## src/rtl/rx_serial_7o1_buffer.sv

```systemverilog
// 7O1 serial receiver (start, 7 data LSB-first, odd parity, stop) that collects
// a burst of 8 ASCII characters into a 56-bit buffer with parity/framing status.
//
// state        | meaning
// -------------+-------------------------------------------------
// INICIAL      | after reset, waiting for recebe
// ESPERA       | armed, waiting for a start edge on the line
// START        | half-bit wait, then confirm the start bit
// DADOS        | sampling the 7 data bits
// PARIDADE     | sampling the parity bit
// STOP         | sampling the stop bit
// ARMAZENA     | pronto pulse, advance the character index
// AGUARDA_IDLE | bad stop bit, wait for the line to return high
// FINAL        | 8 characters stored, waiting for a new recebe
module rx_serial_7o1_buffer #(
    parameter int CLKS_PER_BIT = 434
) (
    input  logic        clock,
    input  logic        reset,
    input  logic        recebe,
    input  logic        entrada_serial,
    output logic [55:0] dados_ascii,
    output logic        pronto,
    output logic        fim_recepcao,
    output logic        erro_paridade,
    output logic        erro_stop,
    output logic [3:0]  db_estado
);

    localparam int TW = $clog2(CLKS_PER_BIT);
    localparam logic [TW-1:0] BIT_LOAD  = TW'(CLKS_PER_BIT - 1);
    localparam logic [TW-1:0] HALF_LOAD = TW'(CLKS_PER_BIT / 2 - 1);

    typedef enum logic [3:0] {
        INICIAL      = 4'd0,
        ESPERA       = 4'd1,
        START        = 4'd2,
        DADOS        = 4'd3,
        PARIDADE     = 4'd4,
        STOP         = 4'd5,
        ARMAZENA     = 4'd6,
        AGUARDA_IDLE = 4'd7,
        FINAL        = 4'd15
    } state_t;

    state_t          state, state_next;
    logic            sync_a, line;
    logic [TW-1:0]   timer;
    logic            tick;
    logic [2:0]      bit_cnt;
    logic [6:0]      shift;
    logic            par_bad, stop_bad;
    logic [2:0]      index;
    logic            arm;

    assign tick = (timer == '0);
    assign arm  = recebe && ((state == INICIAL) || (state == FINAL));

    always_ff @(posedge clock) begin
        if (reset) state <= INICIAL;
        else       state <= state_next;
    end

    always_comb begin
        state_next = state;
        pronto     = 1'b0;
        db_estado  = state;
        case (state)
            INICIAL:      if (recebe) state_next = ESPERA;
            ESPERA:       if (!line) state_next = START;
            START:        if (tick) state_next = line ? ESPERA : DADOS;
            DADOS:        if (tick && (bit_cnt == 3'd6)) state_next = PARIDADE;
            PARIDADE:     if (tick) state_next = STOP;
            STOP:         if (tick) state_next = ARMAZENA;
            ARMAZENA: begin
                pronto = 1'b1;
                if (index == 3'd7)  state_next = FINAL;
                else if (stop_bad)  state_next = AGUARDA_IDLE;
                else                state_next = ESPERA;
            end
            AGUARDA_IDLE: if (line) state_next = ESPERA;
            FINAL:        if (recebe) state_next = ESPERA;
            default:      state_next = INICIAL;
        endcase
    end

    always_ff @(posedge clock) begin
        if (reset) begin
            sync_a        <= 1'b1;
            line          <= 1'b1;
            timer         <= '0;
            bit_cnt       <= 3'd0;
            shift         <= 7'd0;
            par_bad       <= 1'b0;
            stop_bad      <= 1'b0;
            index         <= 3'd0;
            dados_ascii   <= 56'd0;
            fim_recepcao  <= 1'b0;
            erro_paridade <= 1'b0;
            erro_stop     <= 1'b0;
        end else begin
            sync_a <= entrada_serial;
            line   <= sync_a;

            case (state)
                ESPERA: if (!line) begin
                    timer   <= HALF_LOAD;
                    bit_cnt <= 3'd0;
                end
                START, DADOS, PARIDADE, STOP: timer <= tick ? BIT_LOAD : timer - TW'(1);
                default: ;
            endcase

            if (arm) begin
                index         <= 3'd0;
                dados_ascii   <= 56'd0;
                erro_paridade <= 1'b0;
                erro_stop     <= 1'b0;
                fim_recepcao  <= 1'b0;
            end

            if ((state == DADOS) && tick) begin
                shift   <= {line, shift[6:1]};
                bit_cnt <= bit_cnt + 3'd1;
            end

            if ((state == PARIDADE) && tick)
                par_bad <= ~^{shift, line};

            // Commit slot and flags on the stop sample so they are already valid while pronto is high.
            if ((state == STOP) && tick) begin
                stop_bad      <= ~line;
                erro_paridade <= erro_paridade | par_bad;
                erro_stop     <= erro_stop | ~line;
                for (int i = 0; i < 8; i++)
                    if (index == 3'(i)) dados_ascii[i*7 +: 7] <= shift;
            end

            if (state == ARMAZENA) begin
                index <= index + 3'd1;
                if (index == 3'd7) fim_recepcao <= 1'b1;
            end
        end
    end

endmodule

```

## config.mk

```make
export PLATFORM = sky130hd
export DESIGN_NAME = rx_serial_7o1_buffer
export DESIGN_NICKNAME = d
export VERILOG_FILES = /design/src/rtl/rx_serial_7o1_buffer.sv
export SDC_FILE = /design/constraint.sdc
export NUM_CORES = 1
export LEC_CHECK = 0
export CAP_MARGIN = 20
export CORE_MARGIN = 4
export CORE_UTILIZATION = 40
export DETAILED_ROUTE_END_ITERATION = 6
export GPL_TIMING_DRIVEN = 0
export PLACE_DENSITY = 0.74
export SLEW_MARGIN = 25
export SYNTH_ARGS = -nofsm -noshare
export SYNTH_HDL_FRONTEND = slang
export SYNTH_SLANG_ARGS = --single-unit
```

## constraint.sdc

```tcl
create_clock -name clock -period 2.7 [get_ports clock]
set_input_delay 0.81 -clock clock [delete_from_list [all_inputs] [get_ports clock]]
set_output_delay 0.81 -clock clock [all_outputs]
set_load 0.1 [all_outputs]
```

==> report_table.html, run 1 <==
<table>
<tr><th>Metric</th><th>Value</th></tr>
<tr><th colspan="2">Detailed routing</th></tr>
<tr><td>Total Wirelength</td><td>9430 um</td></tr>
<tr><td>Amount of wire on met3 after detailed routing</td><td>489 um</td></tr>
<tr><td>Via/cell ratio</td><td>5.36</td></tr>
<tr><td>Mean routed wirelength per cell</td><td>15.3 um</td></tr>
<tr><td>DRT met1 WL</td><td>4370 um</td></tr>
<tr><td>Routed wire length on met2</td><td>4400 um</td></tr>
<tr><td>Via count of the routed design</td><td>3,296</td></tr>
<tr><td>DRC Markers</td><td>0</td></tr>
<tr><td>Highest routed layer</td><td>met4</td></tr>
<tr><td>Number of violations reported at the end of detailed-routing iteration 0</td><td>175</td></tr>
<tr><td>DRT Pass-1 Iters</td><td>5</td></tr>
<tr><td>Number of nets with antenna violations after routing</td><td>0</td></tr>
<tr><th colspan="2">Floorplanning</th></tr>
<tr><td>Core outline area</td><td>0.00881 mm2</td></tr>
<tr><td>Die Span Y</td><td>104 um</td></tr>
<tr><td>Initial Util</td><td>41.7%</td></tr>
<tr><td>Chip width</td><td>104 um</td></tr>
<tr><td>Number of top-level pins</td><td>68</td></tr>
<tr><td>Number of standard-cell rows in the floorplan</td><td>34</td></tr>
<tr><td>Area of the die</td><td>0.0108 mm2</td></tr>
<tr><th colspan="2">Global routing</th></tr>
<tr><td>Via count of the first global-routing pass</td><td>3,188</td></tr>
<tr><td>Initial antenna violation count</td><td>0</td></tr>
<tr><td>All-layer global routing usage</td><td>17.7%</td></tr>
<tr><td>First-pass GRT wire length</td><td>15,800 um</td></tr>
<tr><td>Overflow left after global routing</td><td>0</td></tr>
<tr><td>Pin count of the biggest net entering global routing</td><td>19</td></tr>
<tr><th colspan="2">Timing</th></tr>
<tr><td>Fin Clk Skew</td><td>0.0119 ns</td></tr>
<tr><td>Worst Tran Pin Value</td><td>0.990 ns</td></tr>
<tr><td>Max Transition Viols Final</td><td>0</td></tr>
<tr><td>Final setup slack of the worst path</td><td>0.0340 ns</td></tr>
<tr><td>Sum Neg Setup Slack</td><td>0 ns</td></tr>
<tr><td>Final setup violation count</td><td>0</td></tr>
<tr><td>Minimum clock period</td><td>2.67 ns</td></tr>
<tr><td>Headroom to the max-slew limit</td><td>33.8%</td></tr>
<tr><td>Fmax</td><td>375 MHz</td></tr>
<tr><td>Post-route clock period utilization</td><td>98.7%</td></tr>
<tr><td>Final Hold Viols</td><td>0</td></tr>
<tr><th colspan="2">Min path</th></tr>
<tr><td>Number of cells on the worst hold path</td><td>1</td></tr>
<tr><td>Hold/Removal Path Class</td><td>reg -&gt; reg</td></tr>
<tr><th colspan="2">Finish</th></tr>
<tr><td>Seq. cell area</td><td>0.00179 mm2</td></tr>
<tr><td>Layout area overhead</td><td>30.6%</td></tr>
<tr><td>Total inserted antenna cells</td><td>0</td></tr>
<tr><td>Final std cell area, no fill</td><td>0.00479 mm2</td></tr>
<tr><td>Total area of multi-input combinational cells</td><td>0.00177 mm2</td></tr>
<tr><td>Fill count</td><td>783</td></tr>
<tr><td>Share of layout cells above drive strength 1</td><td>7.10%</td></tr>
<tr><td>Fin nets</td><td>515</td></tr>
<tr><th colspan="2">Synth</th></tr>
<tr><td>Sequential cell area fraction in the yosys report</td><td>48.5%</td></tr>
<tr><td>Share of flip-flops with an asynchronous set or reset after synthesis</td><td>0%</td></tr>
<tr><td>Synthesized netlist cell count</td><td>425</td></tr>
<tr><td>Yosys top cell by area</td><td>sky130_fd_sc_hd__dfxtp_1</td></tr>
<tr><td>Summed instance area of the synthesized netlist</td><td>0.00367 mm2</td></tr>
<tr><td>Post-synth EDFFs</td><td>0</td></tr>
<tr><td>Most instantiated flip-flop cell in the synthesis netlist</td><td>sky130_fd_sc_hd__dfxtp_1</td></tr>
<tr><td>Register bit total from synthesis</td><td>89</td></tr>
<tr><td>Share of the synthesized area in the top cell type</td><td>48.5%</td></tr>
<tr><td>Cells taking the most area after synthesis</td><td>sky130_fd_sc_hd__dfxtp_1 49%, sky130_fd_sc_hd__nand2_1 7.3%, sky130_fd_sc_hd__o21ai_0 6.0%, sky130_fd_sc_hd__a21oi_1 3.5%, sky130_fd_sc_hd__a22o_1 3.3%</td></tr>
<tr><td>Number of unique standard cell types used by synthesis</td><td>48</td></tr>
<tr><td>Post-synthesis area per instance</td><td>8.64 um2</td></tr>
<tr><td>Number of nets produced by synthesis</td><td>438</td></tr>
<tr><td>Synth Warn #</td><td>0</td></tr>
<tr><th colspan="2">Place</th></tr>
<tr><td>Routability-driven placement congestion ratio</td><td>0.857</td></tr>
<tr><td>Worst Setup Slack post-DPL</td><td>-0.508 ns</td></tr>
<tr><td>Count of buffers inserted at the top-level ports</td><td>66</td></tr>
<tr><td>HPWL Detailed</td><td>6850 um</td></tr>
<tr><td>Area after DPL</td><td>0.00447 mm2</td></tr>
<tr><th colspan="2">Critical path</th></tr>
<tr><td>Delay of the slowest cell on the worst path</td><td>1.14 ns</td></tr>
<tr><td>Element type at the critical path start</td><td>flip-flop</td></tr>
<tr><td>R2R depth</td><td>8</td></tr>
<tr><td>Largest delay share family, worst path</td><td>buffers and inverters</td></tr>
<tr><td>Origin of the worst setup path</td><td>dados_ascii[0]</td></tr>
<tr><td>Flop-to-flop setup slack</td><td>0.38 ns</td></tr>
<tr><td>Levels on crit path</td><td>1</td></tr>
<tr><td>Worst R2R Start</td><td>timer[0]</td></tr>
<tr><td>Sum of buffers and inverters on the critical path</td><td>1</td></tr>
<tr><td>Arrival time at the worst endpoint</td><td>1.86 ns</td></tr>
<tr><td>Type of the worst setup path</td><td>reg -&gt; out</td></tr>
<tr><td>Kind of end point of the critical path</td><td>output pin</td></tr>
<tr><td>Critical path data required time</td><td>1.89 ns</td></tr>
<tr><td>End point of the critical path</td><td>dados_ascii[0]</td></tr>
<tr><td>CP cell instances</td><td>clkdlybuf4s50_1</td></tr>
<tr><td>Terminus of the critical flop-to-flop path</td><td>db_estado[2]</td></tr>
<tr><td>Crit path max-delay cell type</td><td>sky130_fd_sc_hd__clkdlybuf4s50_1</td></tr>
<tr><td>Maximum fanout encountered on the critical timing path</td><td>2</td></tr>
<tr><th colspan="2">Clocking</th></tr>
<tr><td>Cell at the root of the clock tree</td><td>sky130_fd_sc_hd__clkbuf_8</td></tr>
<tr><td>CTS tree</td><td>done</td></tr>
<tr><td>Clock-pin slew of the registers on the worst-case setup and hold paths</td><td>0.10 ns</td></tr>
<tr><td>Clock latency of the later-clocked register in the worst-skew pair</td><td>0.36 ns</td></tr>
<tr><td>Number of buffers created by CTS</td><td>9</td></tr>
<tr><td>CTS Hold Bufs</td><td>0</td></tr>
<tr><td>Post-CTS setup repair buffer count</td><td>0</td></tr>
<tr><td>Number of clock sinks seen by CTS</td><td>89</td></tr>
<tr><td>H-tree depth</td><td>3</td></tr>
<tr><td>Max Root-Sink Buffers</td><td>2</td></tr>
<tr><th colspan="2">Status</th></tr>
<tr><td>Run status</td><td>complete, no violations</td></tr>
<tr><th colspan="2">Power</th></tr>
<tr><td>Power density of the placed cells</td><td>740 mW/mm2</td></tr>
<tr><td>Leakage power total</td><td>2.42 nW</td></tr>
<tr><td>Worst vdd rail ir drop</td><td>773 uV</td></tr>
<tr><th colspan="2">Job</th></tr>
<tr><td>MaxCap Viol Count</td><td>0</td></tr>
</table>
## power breakdown
| part | total (W) | internal [W] | switching [W] |
|---|---|---|---|
| combinational | 0.00109 | 0.000331 | 0.000760 |
| sequential | 0.00146 | 0.00138 | 0.0000847 |
| clock | 0.000996 | 0.000458 | 0.000538 |
## worst min path at each step
stage	start	endpoint
after floorplan	sync_a	line
after global placement	sync_a	line
after detailed placement	sync_a	line
after CTS	sync_a	line
after global routing	sync_a	line
final	sync_a	line
## metal layers
layer,vias up,global-route usage [%]
met5,-,0
met4,0,5.13
met3,16,5.10
met2,103,29.7
met1,1534,22.3
li1,1643,-
## state kept, by name, summed over array words and instances, names as in the netlist
name,cells
erro_stop,1
timer,9
erro_paridade,1
line,1
db_estado,4
fim_recepcao,1
par_bad,1
index,3
bit_cnt,3
sync_a,1
stop_bad,1
shift,7
dados_ascii,56
## area by class of cell
class / instances / area share [%]
Inverter: 9 / 0.705
Buffer: 20 / 1.88
Multi-Input combinational cell: 307 / 36.9
Clock buffer: 9 / 2.58
Timing Repair Buffer: 66 / 15.9
Sequential cell: 89 / 37.2
Tap cell: 108 / 2.82
Clock inverter: 7 / 2.04
## metrics by stage
| step | cells | total power, W | utilization (%) | hold WS, ns |
|---|---|---|---|---|
| 2_1_floorplan | 425 | 0.00231 | - | 0.389 |
| 3_3_place_gp | 599 | 0.00254 | 50.8 | 0.395 |
| 3_5_place_dp | 599 | 0.00256 | 50.8 | 0.396 |
| 4_1_cts | 615 | 0.00354 | 53.2 | 0.423 |
| 5_1_grt | 615 | 0.00374 | 54.4 | 0.456 |
| 6_report | 615 | 0.00355 | 54.4 | 0.420 |
## cells in the mapped netlist (all sizes together), types with 2 or more instances
cell / n
nand2b: 11
ha: 9
nor4: 11
nor3: 17
and3: 2
nor2: 26
xor2: 2
nand3b: 3
a31oi: 3
and2: 2
nor3b: 2
a211oi: 2
nand3: 14
clkbuf: 13
mux2i: 3
or3: 4
or2: 3
o21ai: 45
xnor2: 7
buf: 7
a22o: 14
a21oi: 26
nand2: 71
inv: 9
and3b: 2
nor2b: 9
nand4: 3
dfxtp: 89
a22oi: 2
or4: 2
## repair_timing
action,CTS,global route
resized for setup,14,46
pin swaps,0,0
setup endpoints to repair,7,42
## logic make-up after synthesis
| kind of cell | synth area share, % |
|---|---|
| AOI/OAI and AO/OA | 16.0 |
| xor gates and xnor gates | 2.15 |
| adders and majority gates | 3.07 |
| buffers and inverters | 3.31 |
| DFF | 48.5 |
| muxes | 0.818 |
| and+or+nand+nor | 26.1 |
## cells in the final DEF, fill, tap and decap left out, types with 4 or more instances in the layout
cell type	synthesis	layout
sky130_fd_sc_hd__a21oi_1	26	26
sky130_fd_sc_hd__a22o_1	14	14
sky130_fd_sc_hd__buf_2	4	5
sky130_fd_sc_hd__clkbuf_1	13	11
sky130_fd_sc_hd__clkbuf_8	0	9
sky130_fd_sc_hd__clkdlybuf4s50_1	0	18
sky130_fd_sc_hd__dfxtp_1	89	86
sky130_fd_sc_hd__dlygate4sd2_1	0	6
sky130_fd_sc_hd__dlymetal6s2s_1	0	41
sky130_fd_sc_hd__ha_1	9	9
sky130_fd_sc_hd__inv_1	9	8
sky130_fd_sc_hd__nand2_1	71	71
sky130_fd_sc_hd__nand2b_1	11	11
sky130_fd_sc_hd__nand3_1	14	14
sky130_fd_sc_hd__nor2_1	26	26
sky130_fd_sc_hd__nor2b_1	9	9
sky130_fd_sc_hd__nor3_1	15	15
sky130_fd_sc_hd__nor4_1	10	10
sky130_fd_sc_hd__o21ai_0	44	44
sky130_fd_sc_hd__or3_1	4	4
sky130_fd_sc_hd__xnor2_1	7	7
(Power assumes the default switching activity.)
==> run 2: changes to the inputs <==
PLACE_DENSITY = 0.71   (was 0.74)
==> run 2 against run 1 <==
Against the previous run:
- clock power fell by 4.5%
- routed wire length down 1.7%
- highest routed layer unchanged
- total power fell by 1.6%
- largest power group unchanged
- cell area is 1.3% lower
- global-route usage down 0.31 points
==> report_table.html, run 2 (same netlist as run 1, synthesis figures left out) <==
<table>
<tr><th>Metric</th><th>Value</th></tr>
<tr><th colspan="2">Min path</th></tr>
<tr><td>Hold/Removal Path Class</td><td>reg -&gt; reg</td></tr>
<tr><th colspan="2">Clocking</th></tr>
<tr><td>Max Root-Sink Buffers</td><td>2 (unchanged)</td></tr>
<tr><td>Number of clock sinks seen by CTS</td><td>89 (unchanged)</td></tr>
<tr><td>Cell at the root of the clock tree</td><td>sky130_fd_sc_hd__clkbuf_8</td></tr>
<tr><td>Clock-pin slew of the registers on the worst-case setup and hold paths</td><td>0.09 ns (about the same)</td></tr>
<tr><td>CTS Hold Bufs</td><td>0 (unchanged)</td></tr>
<tr><td>CTS tree</td><td>done</td></tr>
<tr><td>Number of buffers created by CTS</td><td>9 (unchanged)</td></tr>
<tr><td>Post-CTS setup repair buffer count</td><td>0 (unchanged)</td></tr>
<tr><td>Clock latency of the later-clocked register in the worst-skew pair</td><td>0.36 ns (about the same)</td></tr>
<tr><td>H-tree depth</td><td>3 (unchanged)</td></tr>
<tr><th colspan="2">Power</th></tr>
<tr><td>Final total power</td><td>0.00349 W (-1.6%)</td></tr>
<tr><td>Worst vdd rail ir drop</td><td>815 uV (+5.5%)</td></tr>
<tr><td>Leakage power total</td><td>2.03 nW (-16%)</td></tr>
<tr><td>Power density of the placed cells</td><td>738 mW/mm2 (-0.31%)</td></tr>
<tr><th colspan="2">Critical path</th></tr>
<tr><td>Kind of end point of the critical path</td><td>output pin</td></tr>
<tr><td>CP cell instances</td><td>clkdlybuf4s50_1</td></tr>
<tr><td>Crit path max-delay cell type</td><td>sky130_fd_sc_hd__clkdlybuf4s50_1</td></tr>
<tr><td>Maximum fanout encountered on the critical timing path</td><td>2 (unchanged)</td></tr>
<tr><td>Sum of buffers and inverters on the critical path</td><td>1 (unchanged)</td></tr>
<tr><td>Type of the worst setup path</td><td>reg -&gt; out</td></tr>
<tr><td>Delay of the slowest cell on the worst path</td><td>1.15 ns (about the same)</td></tr>
<tr><td>Element type at the critical path start</td><td>flip-flop</td></tr>
<tr><td>Critical path data required time</td><td>1.89 ns (about the same)</td></tr>
<tr><td>Largest delay share family, worst path</td><td>buffers and inverters</td></tr>
<tr><td>Arrival time at the worst endpoint</td><td>1.86 ns (about the same)</td></tr>
<tr><th colspan="2">Finish</th></tr>
<tr><td>Total inserted antenna cells</td><td>0 (unchanged)</td></tr>
<tr><td>Fill count</td><td>836 (+6.8%)</td></tr>
<tr><td>Most common cell after layout, fill and taps aside</td><td>sky130_fd_sc_hd__dfxtp_1</td></tr>
<tr><td>Number of flip-flops under the largest register name</td><td>56 (unchanged)</td></tr>
<tr><td>Layout area overhead</td><td>29.0%</td></tr>
<tr><td>Registers with the most flip-flops</td><td>dados_ascii: 56 flops, timer: 9 flops, shift: 7 flops</td></tr>
<tr><td>Register containing the most flip-flops in the final layout</td><td>dados_ascii</td></tr>
<tr><td>Final std cell area, no fill</td><td>0.00473 mm2 (-1.3%)</td></tr>
<tr><td>Seq. cell area</td><td>0.00179 mm2 (unchanged)</td></tr>
<tr><td>Share of layout cells above drive strength 1</td><td>6.90% (-0.20 points)</td></tr>
<tr><td>Total area of multi-input combinational cells</td><td>0.00177 mm2 (unchanged)</td></tr>
<tr><td>Fin nets</td><td>515 (unchanged)</td></tr>
<tr><td>Highest-count cells in the layout ignoring fill and taps</td><td>86 x sky130_fd_sc_hd__dfxtp_1, 71 x sky130_fd_sc_hd__nand2_1, 44 x sky130_fd_sc_hd__o21ai_0</td></tr>
<tr><th colspan="2">Floorplanning</th></tr>
<tr><td>Number of standard-cell rows in the floorplan</td><td>34 (unchanged)</td></tr>
<tr><td>Initial Util</td><td>41.7% (unchanged)</td></tr>
<tr><td>Chip width</td><td>104 um (unchanged)</td></tr>
<tr><td>Core outline area</td><td>0.00881 mm2 (unchanged)</td></tr>
<tr><td>Area of the die</td><td>0.0108 mm2 (unchanged)</td></tr>
<tr><td>Die Span Y</td><td>104 um (unchanged)</td></tr>
<tr><td>Number of top-level pins</td><td>68 (unchanged)</td></tr>
<tr><th colspan="2">Global routing</th></tr>
<tr><td>Via count of the first global-routing pass</td><td>3,191 (+0.094%)</td></tr>
<tr><td>Pin count of the biggest net entering global routing</td><td>17 (-2)</td></tr>
<tr><td>Overflow left after global routing</td><td>0 (unchanged)</td></tr>
<tr><td>First-pass GRT wire length</td><td>15,500 um (-1.6%)</td></tr>
<tr><td>All-layer global routing usage</td><td>17.4% (-0.31 points)</td></tr>
<tr><td>Initial antenna violation count</td><td>0 (unchanged)</td></tr>
<tr><th colspan="2">Place</th></tr>
<tr><td>Area after DPL</td><td>0.00447 mm2 (unchanged)</td></tr>
<tr><td>Routability-driven placement congestion ratio</td><td>0.857 (about the same)</td></tr>
<tr><td>HPWL Detailed</td><td>6760 um (-1.4%)</td></tr>
<tr><td>Count of buffers inserted at the top-level ports</td><td>66 (unchanged)</td></tr>
<tr><th colspan="2">Detailed routing</th></tr>
<tr><td>DRC Markers</td><td>0 (unchanged)</td></tr>
<tr><td>Number of violations reported at the end of detailed-routing iteration 0</td><td>154 (-12%)</td></tr>
<tr><td>Number of nets with antenna violations after routing</td><td>0 (unchanged)</td></tr>
<tr><td>Via count of the routed design</td><td>3,285 (-0.33%)</td></tr>
<tr><td>Total Wirelength</td><td>9270 um (-1.7%)</td></tr>
<tr><td>Mean routed wirelength per cell</td><td>15.1 um (-1.7%)</td></tr>
<tr><td>Via/cell ratio</td><td>5.34 (-0.33%)</td></tr>
<tr><td>DRT Pass-1 Iters</td><td>5 (unchanged)</td></tr>
<tr><th colspan="2">Timing</th></tr>
<tr><td>Max Transition Viols Final</td><td>0 (unchanged)</td></tr>
<tr><td>Post-route clock period utilization</td><td>99.1% (+0.32 points)</td></tr>
<tr><td>Minimum clock period</td><td>2.67 ns (+0.00873 ns)</td></tr>
<tr><td>Worst Tran Pin Value</td><td>0.988 ns (-0.00169 ns)</td></tr>
<tr><td>Final setup violation count</td><td>0 (unchanged)</td></tr>
<tr><td>Fmax</td><td>374 MHz (-0.33%)</td></tr>
<tr><td>Headroom to the max-slew limit</td><td>33.9% (+0.11 points)</td></tr>
<tr><td>Unrepaired setup endpoints after global routing</td><td>true</td></tr>
<tr><td>Final Hold Viols</td><td>0 (unchanged)</td></tr>
<tr><td>Fin Clk Skew</td><td>0.0117 ns (-0.000188 ns)</td></tr>
<tr><th colspan="2">Job</th></tr>
<tr><td>MaxCap Viol Count</td><td>0 (unchanged)</td></tr>
<tr><th colspan="2">Status</th></tr>
<tr><td>Run status</td><td>complete, no violations</td></tr>
</table>
[run 2: cell types whose count changed in the layout (fill, tap and decap cells not counted), sizes merged]
cell	delta
clkdlybuf4s50	+22
inv	-1
dlymetal6s2s	-20
dlygate4sd2	-2
clkbuf	+1
clkinvlp	+1
clkinv	-1
[run 2: through the flow]
| step | setup TNS, ns | cells | setup slack [ns] | utilization, % | hold slack, ns |
|---|---|---|---|---|---|
| after global placement | -0.511 | 599 | -0.511 | 50.8 | 0.393 |
| final | 0 | 615 | 0.0253 | 53.8 | 0.414 |
| after CTS | 0 | 615 | 0.00925 | 53.1 | 0.419 |
| after global routing | -0.0243 | 615 | -0.0243 | 53.8 | 0.424 |
| after detailed placement | -0.496 | 599 | -0.496 | 50.8 | 0.397 |
| after floorplan | 0 | 425 | 0.0628 | - | 0.389 |
[run 2: path summary, 6_finish.rpt]
kind,cells after the start,startpoint,slack (ns),to
max reg2reg,8,timer[0],0.42,db_estado[2]
min,1,sync_a,0.41,line
min reg2reg,1,sync_a,0.41,line
max,1,dados_ascii[22],0.03,dados_ascii[22]
[run 2: final cells by class]
| cell class | count | area share, % |
|---|---|---|
| Clock inverter | 6 | 1.53 |
| Inverter | 9 | 0.714 |
| Multi-Input combinational cell | 307 | 37.3 |
| Sequential cell | 89 | 37.7 |
| Buffer | 20 | 1.88 |
| Tap cell | 108 | 2.85 |
| Clock buffer | 10 | 2.91 |
| Timing Repair Buffer | 66 | 15.1 |
[run 2: metal layers]
| layer | up-vias | share of wire [%] | global-route usage, % |
|---|---|---|---|
| met5 | - | 0 | 0 |
| met4 | 0 | 0.99 | 5.03 |
| met3 | 8 | 5.5 | 4.60 |
| met2 | 92 | 48 | 29.5 |
| met1 | 1532 | 45 | 21.9 |
| li1 | 1653 | - | - |
[run 2: power by group]
group | leakage [nW] | internal (W) | switching, W
Sequential | 0.719 | 0.00137 | 0.0000830
Combinational | 1.20 | 0.000329 | 0.000754
Clock | 0.103 | 0.000463 | 0.000489
[run 2: timing repair]
| action | 4_1_cts | 5_1_grt |
|---|---|---|
| setup endpoints to repair | 5 | 22 |
| hold endpoints to repair | 0 | 0 |
| gates resized for setup | 12 | 24 |
